**config.mk**
```make
export PLATFORM = sky130hd
export DESIGN_NAME = c_credit_sched
export DESIGN_NICKNAME = d
export VERILOG_FILES = /design/src/rtl/c_credit_sched.sv
export SDC_FILE = /design/constraint.sdc
export NUM_CORES = 1
export LEC_CHECK = 0
export BUFFER_PORTS_ARGS = -buffer_cell sky130_fd_sc_hd__buf_2
export CAP_MARGIN = 30
export CORE_ASPECT_RATIO = 1.5
export CORE_UTILIZATION = 40
export CTS_CLUSTER_SIZE = 10
export DETAILED_ROUTE_END_ITERATION = 16
export PLACE_DENSITY = 0.65
export SLEW_MARGIN = 5
export SYNTH_ARGS = -nofsm -noshare
export SYNTH_HDL_FRONTEND = slang
export SYNTH_SLANG_ARGS = --single-unit
```
**constraint.sdc**
```tcl
create_clock -name clk -period 3.24 [get_ports clk]
set_input_delay 0.162 -clock clk [delete_from_list [all_inputs] [get_ports clk]]
set_output_delay 0.162 -clock clk [all_outputs]
set_load 0.01 [all_outputs]
```
**src/rtl/c_credit_sched.sv**
```systemverilog
// Round-robin scheduler sharing one downstream FIFO across num_ports requesters via credits.
// Define C_CREDIT_SCHED_BYPASS_EN to let a credit returned at free=0 be granted in the same cycle.
`ifndef RESET_TYPE_SYNC
`define RESET_TYPE_SYNC 1
`endif

module c_dff #(
    parameter int               width       = 1,
    parameter logic [width-1:0] reset_value = '0,
    parameter int               reset_type  = `RESET_TYPE_SYNC
) (
    input  logic             clk,
    input  logic             reset,
    input  logic             active,
    input  logic [width-1:0] d,
    output logic [width-1:0] q
);
    generate
        if (reset_type == `RESET_TYPE_SYNC) begin : g_sync
            always_ff @(posedge clk) begin
                if (reset)       q <= reset_value;
                else if (active) q <= d;
            end
        end else begin : g_async
            always_ff @(posedge clk or posedge reset) begin
                if (reset)       q <= reset_value;
                else if (active) q <= d;
            end
        end
    endgenerate
endmodule

module c_credit_sched #(
    parameter int num_ports  = 4,
    parameter int depth      = 8,
    parameter int reset_type = `RESET_TYPE_SYNC
) (
    input  logic                           clk,
    input  logic                           reset,
    input  logic                           active,
    input  logic [0:num_ports-1]           req,
    input  logic [0:num_ports-1]           tail,
    input  logic                           cred_ret,
    output logic [0:num_ports-1]           gnt,
    output logic [0:$clog2(depth+1)-1]     free,
    output logic                           empty,
    output logic                           full,
    output logic                           locked,
    output logic [0:1]                     errors
);
    localparam int               pw      = $clog2(num_ports);
    localparam int               cw      = $clog2(depth+1);
    localparam logic [cw-1:0]    depth_c = cw'(depth);

    typedef enum logic {st_idle, st_locked} state_t;

    state_t         state_q;
    logic [pw-1:0]  ptr_q, owner_q, winner, cand;
    logic           found, credit_avail, gnt_any, locked_q;
    logic [cw-1:0]  free_q, free_s;
    logic           empty_q, full_q;

`ifdef C_CREDIT_SCHED_BYPASS_EN
    assign credit_avail = (free_q != '0) | cred_ret;
`else
    assign credit_avail = (free_q != '0);
`endif

    // Scan downward so the requester closest to the pointer is the last assignment.
    always_comb begin
        winner = '0;
        found  = 1'b0;
        cand   = '0;
        for (int i = num_ports-1; i >= 0; i--) begin
            cand = pw'((int'(ptr_q) + i) % num_ports);
            if (req[cand]) begin
                winner = cand;
                found  = 1'b1;
            end
        end
    end

    always_comb begin
        gnt = '0;
        if (active && !reset && credit_avail) begin
            if (state_q == st_locked) gnt[owner_q] = req[owner_q];
            else if (found)           gnt[winner]  = 1'b1;
        end
    end

    assign gnt_any = |gnt;

    // Return with no grant at full credit saturates rather than wrapping.
    always_comb begin
        free_s = free_q;
        if (gnt_any && !cred_ret)
            free_s = free_q - 1'b1;
        else if (cred_ret && !gnt_any && free_q != depth_c)
            free_s = free_q + 1'b1;
    end

    c_dff #(.width(cw), .reset_value(depth_c), .reset_type(reset_type)) u_free (
        .clk(clk), .reset(reset), .active(active), .d(free_s), .q(free_q));
    c_dff #(.width(1), .reset_value(1'b1), .reset_type(reset_type)) u_empty (
        .clk(clk), .reset(reset), .active(active), .d(free_s == depth_c), .q(empty_q));
    c_dff #(.width(1), .reset_value(1'b0), .reset_type(reset_type)) u_full (
        .clk(clk), .reset(reset), .active(active), .d(free_s == '0), .q(full_q));

    always_ff @(posedge clk) begin
        if (reset) begin
            state_q  <= st_idle;
            ptr_q    <= '0;
            owner_q  <= '0;
            locked_q <= 1'b0;
        end else if (active) begin
            case (state_q)
                st_idle: if (gnt_any) begin
                    ptr_q <= (winner == pw'(num_ports-1)) ? '0 : winner + 1'b1;
                    if (!tail[winner]) begin
                        owner_q  <= winner;
                        state_q  <= st_locked;
                        locked_q <= 1'b1;
                    end
                end
                st_locked: if (gnt_any && tail[owner_q]) begin
                    state_q  <= st_idle;
                    locked_q <= 1'b0;
                end
                default: begin
                    state_q  <= st_idle;
                    locked_q <= 1'b0;
                end
            endcase
        end
    end

    assign free   = free_q;
    assign empty  = empty_q;
    assign full   = full_q;
    assign locked = locked_q;
    assign errors = {cred_ret & empty_q & ~gnt_any, |(tail & ~req)};
endmodule

```
==> key figures, run 1 <==
Outcome
  – Status: complete, but fails checks
  – Failing checks: design-rule violations

Clocking
  – Clk root buf: clkbuf_4
  – CTS Buffer Depth: 2
  – Clock slew at reported path FFs: 80 ps
  – Sink Count: 12
  – Hold buffers post-CTS: 0
  – Total CTS buffers: 3
  – Worst skew pair latency: 270 ps
  – CTS tree: yes
  – # Post-CTS Setup Buffers: 0
  – H-tree Lvls: 1

Global route
  – Total grt overflow: 0
  – GRT Total Usage: 18.1%
  – Initial antenna violation count: 0
  – First-pass GRT wire length: 3.87 mm
  – Pin count of the biggest net entering global routing: 13
  – Vias in the first global route: 935

Placement
  – Port Buffers: 24
  – Final RePlAce weighted congestion: 0.800
  – DP HPWL: 1.82 mm
  – DP Worst Slack: 242 ps

Worst hold path
  – Hold path depth: 2
  – Min-Delay Startpoint: reset
  – Hold EP: u_free.q[0]
  – Hold Path Class: in2reg

Yosys
  – Seq/Total Area, Yosys: 23.4%
  – Share of the synthesized area in the top cell type: 23.4%
  – Area leader, netlist: dfxtp_1
  – Commonest cells in the netlist: inv_1, dfxtp_1, nor2_1, nand2_1, mux2i_1
  – Most used DFF post-synth: dfxtp_1
  – Share of flip-flops with an asynchronous set or reset: 0%
  – Syn Nets: 142
  – Syn Inst Count: 124
  – Most numerous cell in the Yosys netlist: inv_1
  – Seq cells post-synth: 12
  – EDFF count, synth: 0
  – Syn_area_per_cell: 8.28 um^2
  – Synthesized area: 1030 um^2
  – Area contributors post-synth: dfxtp_1, mux2i_1, ha_1
  – YS warnings: 0
  – Unique cell type count in the Yosys netlist: 47

Layout
  – Antenna cells: 0
  – Fill cell count: 238
  – Layout area overhead: 18.1%
  – Nets: 168
  – Layout cell share with drive strength beyond 1: 28.2%

Critical path
  – Worst Path Required: 3440 ps
  – Worst Path Max Fanout: 12
  – Worst Setup End Kind: flip-flop
  – R2R Path End: u_full.q
  – Critical Path Start Type: flip-flop
  – Worst endpoint data arrival time: 3170 ps
  – R2R Path Start: ptr_q[1]
  – Critical path type: reg2reg
  – Setup slack, reg-to-reg: 270 ps
  – Worst Reg-to-Reg Cells: 13

STA
  – Clock period minus final worst setup slack: 2970 ps
  – Worst rel slew slack: 70.1%
  – Slew at the pin closest to its max-slew limit: 444 ps
  – Hold Vio Cnt, Final: 0
  – Clk_skew: 5.52 ps
  – Setup TNS: 0 ps
  – Fmax: 337 MHz
  – Part of the cycle the worst path needs: 91.5%
  – Slew Limit Fails: 0
  – Worst Slack Setup Final: 274 ps
  – Unrepaired setup endpoints after global routing: no
  – Setup violations, final: 0

Routing
  – Routed Antenna Nets: 0
  – DRT iter0 DRCs: 19
  – Routed length per instance: 13.3 um
  – Via-to-Cell Ratio: 5.65
  – Detailed Route WL: 2.30 mm
  – Drt pass-1 iters: 10
  – Detailed-route via count: 978
  – DRC viols: 2

Power and ir drop
  – Pwr dens: 382 nW/um^2
  – Leakage: 0.555 nW
  – Max VDD drop: 229 uV

Die
  – Die area: 2780 um^2
  – Die Wd: 43.4 um
  – Initial Util: 41.9%
  – Core region area: 2450 um^2
  – # rows: 22
  – Ports: 25
  – Die height: 64.1 um

Run
  – Max-cap violation count: 0
cell families (layout without fill, tap and decap cells):
| family | after synthesis | after routing | synth area share (%) |
|---|---|---|---|
| buffers and inverters | 19 | 44 | 7.92 |
| adders and majority gates | 6 | 6 | 7.31 |
| AOI/OAI and AO/OA | 34 | 34 | 24.7 |
| xor gates and xnor gates | 3 | 3 | 2.56 |
| muxes | 10 | 10 | 12.2 |
| and+or+nand+nor | 40 | 40 | 21.9 |
| DFF | 12 | 12 | 23.4 |
power breakdown:
part	total [mW]	internal, mW	switching (mW)
Clock	0.119	0.0682	0.0506
Sequential	0.174	0.158	0.0154
Combinational	0.170	0.0798	0.0906
Total	0.463	0.307	0.157
metrics by stage:
| stage | hold WS (ps) | instances | util (%) | cell area, um^2 | power (mW) |
|---|---|---|---|---|---|
| final | 191 | 173 | 49.5 | 1210 | 0.463 |
| after CTS | 191 | 173 | 49.0 | 1200 | 0.462 |
| after global placement | 469 | 169 | 47.5 | 1160 | 0.343 |
| after global routing | 198 | 173 | 49.5 | 1210 | 0.494 |
| after detailed placement | 477 | 169 | 47.5 | 1160 | 0.345 |
| after floorplan | 293 | 124 | - | 1030 | 0.300 |
state kept, by name, indices dropped and copies added (netlist names):
name and count:
ptr_q 2, u_empty.q 1, u_full.q 1, u_free.q 4, locked 1, owner_q 2, state_q 1
critical path, stage by stage (launching register included):
cell and delay (ps):
dfxtp_1 440, mux2i_1 200, o22ai_1 100, a31oi_2 220, buf_4 180, ha_1 150, nand2b_1 60, o21ai_1 190
o21bai_2 100, and2_4 220, a41oi_1 220, mux2i_1 130, or4_1 540, a21oi_1 140
area by class of cell:
| class | count | area [um^2] | share of cell area (%) |
|---|---|---|---|
| Inverter | 14 | 52.6 | 4.33 |
| Timing Repair Buffer | 26 | 135 | 11.1 |
| Clock buffer | 4 | 36.3 | 2.99 |
| Sequential cell | 12 | 240 | 19.8 |
| Tap cell | 24 | 30.0 | 2.47 |
| Multi-Input combinational cell | 93 | 719 | 59.3 |
worst max-delay path by stage:
stage,end,from,slack [ps]
floorplan,u_full.q,ptr_q[1],260
global placement,u_full.q,ptr_q[1],330
detailed placement,u_full.q,ptr_q[1],240
CTS,u_full.q,ptr_q[1],210
global route,u_full.q,ptr_q[1],20
finish,u_full.q,ptr_q[1],270
routing by layer:
layer | track usage (%) | vias up | share of wire, %
met5 | 0 | - | 0
met2 | 31.1 | 23 | 53
met3 | 1.69 | 4 | 3.2
met4 | 10.2 | 0 | 1.8
met1 | 21.2 | 454 | 42
li1 | - | 497 | -
cell usage in the layout (no fill, tap or decap), drive strengths merged, types with 3 or more instances in the layout:
cell    count
ha          6
o21ai       3
xnor2       3
buf        26
nand2b      5
mux2i       9
clkbuf      4
nor2       12
a21oi       7
nand2       9
dfxtp      12
a211oi      4
inv        14
timing repair:
| action | CTS | global route |
|---|---|---|
| hold endpoints to repair | 0 | 0 |
| resized for setup | 0 | 2 |
| endpoints found under the setup margin | 0 | 1 |
Power figures use the tool's default switching activity.
==> run 2: changes to the inputs <==
Settings changed: BUFFER_PORTS_ARGS -buffer_cell sky130_fd_sc_hd__buf_2 to unset, DONT_BUFFER_PORTS set to 1, PLACE_DENSITY 0.65 to 0.56.
==> run 2 against run 1 <==
The flow still finishes with violations (design-rule violations). Critical path depth decreased by 1. Wire length increased by 6.0%. Via count decreased by 2.7%. Clock skew decreased by 3.8 ps. Worst setup slack got worse by 7.0 ps. Count of clock-buffer cells in the layout unchanged. Core utilization decreased by 4.0 points. Die area unchanged. Hold slack got worse by 160 ps. Sequential share of layout area increased by 1.8 points. Non-clock buffer count decreased by 22. Power decreased by 3.0%.
==> key figures, run 2 (synthesis results as in run 1) <==
Clocking
  – Clk root buf: clkbuf_4
  – Worst skew pair latency: 280 ps (about the same)
  – CTS tree: yes
  – Clock slew at reported path FFs: 80 ps (about the same)
  – H-tree Lvls: 1 (unchanged)
  – # Post-CTS Setup Buffers: 0 (unchanged)
  – Sink Count: 12 (unchanged)
  – Total CTS buffers: 3 (unchanged)
  – CTS Buffer Depth: 2 (unchanged)

Die
  – # rows: 22 (unchanged)
  – Die height: 64.1 um (unchanged)
  – Die Wd: 43.4 um (unchanged)
  – Initial Util: 41.9% (unchanged)
  – Die area: 2780 um^2 (unchanged)
  – Core region area: 2450 um^2 (unchanged)
  – Ports: 25 (unchanged)

Layout
  – Fill cell count: 250 (+5.0%)
  – Fin area: 1120 um^2 (-8.0%)
  – Reg with most FFs: u_free.q
  – Number of flip-flops in the largest register: 4 (unchanged)
  – Nets: 146 (-13%)
  – Layout cell share with drive strength beyond 1: 16.5% (-12 points)
  – Commonest cells after routing, fill and taps aside: inv_1, nor2_1, dfxtp_1, nand2_1, mux2i_1
  – Layout area overhead: 8.65%
  – Commonest non-fill, non-tap cell in the layout: inv_1
  – Antenna cells: 0 (unchanged)
  – Top Registers: u_free.q x4, owner_q x2, ptr_q x2

Power and ir drop
  – Pwr dens: 402 nW/um^2 (+5.4%)
  – Final Power: 449 uW (-3.0%)
  – Combinational share of power: 33.0% (-3.8 points)
  – Power share of the clock group: 27.5% (+1.8 points)
  – Sw Ratio: 33.9% (+0.053 points)
  – Leakage: 0.463 nW (-17%)
  – Sequential power share: 39.5% (+2.0 points)
  – Internal: 297 uW (-3.1%)
  – Max VDD drop: 226 uV (-1.1%)
  – Net switching power: 152 uW (-2.9%)

STA
  – Clock period minus final worst setup slack: 2970 ps (+7.03 ps)
  – Setup violations, final: 0 (unchanged)
  – Worst Slack Setup Final: 267 ps (-7.03 ps)
  – Slew Limit Fails: 0 (unchanged)
  – Part of the cycle the worst path needs: 91.7% (+0.22 points)
  – Unrepaired setup endpoints after global routing: no
  – Worst rel slew slack: 70.7% (+0.54 points)
  – Slew at the pin closest to its max-slew limit: 439 ps (-5.10 ps)
  – Hold_ws: 35.2 ps (-155 ps)
  – Fmax: 336 MHz (-0.24%)
  – Hold Vio Cnt, Final: 0 (unchanged)
  – Clk_skew: 1.73 ps (-3.79 ps)
  – Setup TNS: 0 ps (unchanged)

Global route
  – First-pass GRT wire length: 4.06 mm (+5.0%)
  – Initial antenna violation count: 0 (unchanged)
  – Vias in the first global route: 952 (+1.8%)
  – GRT Total Usage: 19.1% (+1.1 points)
  – Total grt overflow: 0 (unchanged)
  – Pin count of the biggest net entering global routing: 13 (unchanged)

Outcome
  – Failing checks: design-rule violations
  – Status: complete, but fails checks

Critical path
  – Worst Path Max Fanout: 12 (unchanged)
  – Worst Path Required: 3460 ps (+20 ps)
  – Most common cell on crit path: mux2i_1
  – R2R Path Start: ptr_q[1]
  – Crit-path max cell delay: 520 ps (-20 ps)
  – Critical Path Slowest Stage Cell: or4_1
  – Critical Path Start Type: flip-flop
  – CP Cell Sequence: mux2i_1, o22ai_1, a31oi_2, ha_1, inv_1, o32ai_1, o21bai_2, and2_4, a41oi_1, mux2i_1, or4_1, a21oi_1
  – Worst Setup End Kind: flip-flop
  – Worst endpoint data arrival time: 3190 ps (+20 ps)
  – CP startpoint: ptr_q[1]
  – Critical path type: reg2reg

Worst hold path
  – Min-Delay Startpoint: active
  – Hold Path Class: in2reg

Placement
  – Port Buffers: 0 (-100%)
  – DP HPWL: 1.92 mm (+5.2%)
  – Area of placed instances: 1050 um^2 (-9.7%)
  – Final RePlAce weighted congestion: 0.824 (+2.9%)
  – DP Worst Slack: 105 ps (-137 ps)

Routing
  – Detailed Route WL: 2.44 mm (+6.0%)
  – Detailed-route via count: 952 (-2.7%)
  – Routed Antenna Nets: 0 (unchanged)
  – Drt pass-1 iters: 12 (+2)
  – DRC viols: 5 (+3)
  – DRT iter0 DRCs: 32 (+13)
  – Via-to-Cell Ratio: 6.30 (+12%)
  – Routed length per instance: 16.1 um (+21%)

Run
  – Max-cap violation count: 0 (unchanged)
run 2: layout make-up:
type	count	area, um^2	area share (%)
clock buffer	4	36.3	3.25
inverter	14	52.6	4.71
multi-input combinational	93	723	64.8
sequential	12	241	21.6
tap	24	30.0	2.69
timing repair buffer	4	32.5	2.91
run 2: critical path, delay by kind of cell, from the launching register on:
family	cells	cell delay, ps
multiplexers	2	320
adder cells (fa/ha/maj)	1	200
flip-flops	1	400
buffers and inverters	1	40
AO/OA/AOI/OAI	6	1190
AND/OR/NAND/NOR	2	750
run 2: metal layers:
metal | vias up | GRT usage (%) | routed length, um
met1 | 452 | 19.5 | 914
met5 | - | 0 | 0
li1 | 455 | - | -
met3 | 12 | 2.54 | 126
met4 | 0 | 12.9 | 127
met2 | 33 | 34.5 | 1270
run 2: final timing paths:
kind                  to  slack [ps]  cells past startpoint
max             u_full.q         270                     12
min          u_free.q[1]          40                      1
max reg2reg     u_full.q         270                     12
min reg2reg     u_full.q         530                      2
run 2: stage by stage:
stage,util (%),cells
6_report,45.6,151
5_1_grt,45.6,151
4_1_cts,44.8,151
3_5_place_dp,42.9,146
3_3_place_gp,42.9,146
2_1_floorplan,-,124
run 2: timing repair:
action	in CTS	in global routing
hold endpoints to repair	10	0
setup endpoints to repair	0	2
hold buffers	1	0
resized for setup	0	4
run 2: power groups by stage:
stage | combinational [mW] | sequential [mW] | clock (mW)
6_report | 0.148 | 0.178 | 0.123
5_1_grt | 0.166 | 0.179 | 0.130
4_1_cts | 0.147 | 0.177 | 0.124
3_5_place_dp | 0.143 | 0.181 | 0
3_3_place_gp | 0.141 | 0.180 | 0
2_1_floorplan | 0.125 | 0.175 | 0
==> run 3: changes to the inputs <==
Clock period 3.24 ns to 2.89 ns, I/O delays scaled along.
==> run 3 against run 2 <==
The flow finishes with violations (design-rule violations, negative hold slack, negative setup slack). Sequential cell count did not move. Sequential share of layout area decreased by 2.5 points. Count of clock-buffer cells in the layout unchanged. Maximum frequency grew 0.90%. Non-clock buffer count increased by 12. Via count up 0.21%. Largest cell class unchanged.
==> key figures, run 3 (synthesis results as in run 1) <==
Layout
  – Number of flip-flops in the largest register: 4 (unchanged)
  – Layout cell share with drive strength beyond 1: 35.3% (+19 points)
  – Top Registers: u_free.q x4, owner_q x2, ptr_q x2
  – Layout area overhead: 24.4%
  – Antenna cells: 0 (unchanged)
  – Non-Filler Instances: 163 (+7.9%)
  – Nets: 158 (+8.2%)
  – Reg with most FFs: u_free.q
  – Commonest non-fill, non-tap cell in the layout: buf_4
  – Fin area: 1280 um^2 (+14%)
  – Final Core Density: 52.1% (+6.6 points)
  – Commonest cells after routing, fill and taps aside: buf_4, inv_1, nor2_1, dfxtp_1, nand2_1

Clocking
  – CTS tree: yes
  – Worst skew pair latency: 270 ps (about the same)
  – Sink Count: 12 (unchanged)
  – H-tree Lvls: 1 (unchanged)
  – Clk root buf: clkbuf_4
  – Total CTS buffers: 3 (unchanged)
  – Clock slew at reported path FFs: 80 ps (about the same)
  – CTS Buffer Depth: 2 (unchanged)

Power and ir drop
  – Leakage: 0.541 nW (+17%)
  – Final Power: 548 uW (+22%)
  – Max VDD drop: 292 uV (+29%)
  – Pwr dens: 429 nW/um^2 (+6.7%)

Routing
  – Detailed-route via count: 954 (+0.21%)
  – Detailed Route WL: 2.69 mm (+10%)
  – DRT iter0 DRCs: 43 (+34%)
  – Routed length per instance: 16.5 um (+2.3%)
  – Routed Antenna Nets: 0 (unchanged)
  – DRC viols: 6 (+1)
  – Drt pass-1 iters: 12 (unchanged)
  – Via-to-Cell Ratio: 5.85 (-7.2%)

Critical path
  – Worst endpoint data arrival time: 3160 ps (-30 ps)
  – Worst Reg-to-Reg Cells: 14 (+2)
  – R2R Path End: u_full.q
  – Worst Path Required: 3110 ps (-350 ps)
  – Setup slack, reg-to-reg: -60 ps (-320 ps)
  – Critical Path Start Type: flip-flop
  – Worst Path Max Fanout: 6 (-6)
  – R2R Path Start: ptr_q[1]
  – Worst Setup End Kind: flip-flop
  – Critical path type: reg2reg

Placement
  – Final RePlAce weighted congestion: 0.714 (-13%)
  – Inst Count DP: 152 (+4.1%)
  – Port Buffers: 0 (unchanged)
  – Area of placed instances: 1100 um^2 (+4.9%)
  – DP HPWL: 1.97 mm (+2.6%)
  – DP Worst Slack: -92.7 ps (-197 ps)

Global route
  – First-pass GRT wire length: 4.24 mm (+4.4%)
  – Initial antenna violation count: 0 (unchanged)
  – Pin count of the biggest net entering global routing: 12 (-1)
  – GRT Total Usage: 20.1% (+0.98 points)
  – Vias in the first global route: 972 (+2.1%)
  – Total grt overflow: 0 (unchanged)

Die
  – Die height: 64.1 um (unchanged)
  – Ports: 25 (unchanged)
  – Core region area: 2450 um^2 (unchanged)
  – Die Wd: 43.4 um (unchanged)
  – Die area: 2780 um^2 (unchanged)
  – # rows: 22 (unchanged)
  – Initial Util: 41.9% (unchanged)

STA
  – Setup TNS: -56.3 ps (-56.3 ps)
  – Hold_ws: -77.3 ps (-113 ps)
  – Part of the cycle the worst path needs: 102% (+10 points)
  – Worst Slack Setup Final: -56.3 ps (-324 ps)
  – Setup violations, final: 1 (+1)
  – Worst rel slew slack: 64.3% (-6.4 points)
  – Slew Limit Fails: 0 (unchanged)
  – Hold Vio Cnt, Final: 10 (+10)
  – Fmax: 339 MHz (+0.90%)
  – Slew at the pin closest to its max-slew limit: 531 ps (+92.1 ps)
  – Clk_skew: 5.75 ps (+4.02 ps)
  – Clock period minus final worst setup slack: 2950 ps (-26.4 ps)
  – Unrepaired setup endpoints after global routing: yes

Outcome
  – Failing checks: design-rule violations, negative hold slack, negative setup slack
  – Status: complete, but fails checks

Worst hold path
  – Min-Delay Startpoint: reset
  – Hold EP: u_full.q
  – Hold path depth: 1 (unchanged)
  – Hold Path Class: in2reg

Run
  – Max-cap violation count: 0 (unchanged)
run 3: worst max path at each step:
| stage | endpoint | startpoint |
|---|---|---|
| 3_3_place_gp | u_empty.q | ptr_q[1] |
| 4_1_cts | u_full.q | ptr_q[1] |
| 6_report | u_full.q | ptr_q[1] |
| 5_1_grt | u_full.q | ptr_q[1] |
| 2_1_floorplan | u_full.q | ptr_q[1] |
| 3_5_place_dp | u_full.q | ptr_q[1] |
run 3: report_power, final:
part | switching (mW) | total (mW) | internal, mW | leakage (nW)
sequential | 0.0222 | 0.200 | 0.178 | 0.0987
clock | 0.0565 | 0.133 | 0.0766 | 0.0210
combinational | 0.103 | 0.216 | 0.113 | 0.421
total | 0.182 | 0.548 | 0.367 | 0.541
run 3: what timing repair did:
item	in CTS	in global routing
setup endpoints to repair	2	4
resized for setup	6	16
pin swaps	0	8
hold endpoints to repair	10	10
setup buffers	1	7
run 3: critical path, cell delays in order (launching register included):
cell and delay [ps]:
dfxtp_4 380, mux2i_1 170, o22ai_1 110, a31oi_2 250, inv_1 110, ha_2 190, nand2b_1 60, o32a_1 170
a21o_1 160, and2_4 180, buf_6 100, mux2i_1 200, xnor2_1 110, or4_4 550, a21oi_2 120
run 3: cell type report:
type / instances / area, um^2
Tap cell: 24 / 30.0
Sequential cell: 12 / 244
Clock buffer: 4 / 36.3
Inverter: 14 / 52.6
Multi-Input combinational cell: 93 / 787
Fill cell: 243 / 1170
Timing Repair Buffer: 16 / 128
run 3: layer usage:
layer,share of wire [%],up-vias,wire [um],GRT usage [%]
met2,56,26,1510,35.2
met5,0,-,0,0
met4,2.0,0,54,9.77
met3,4.5,4,122,5.93
li1,-,473,-,-
met1,37,451,1000,21.1
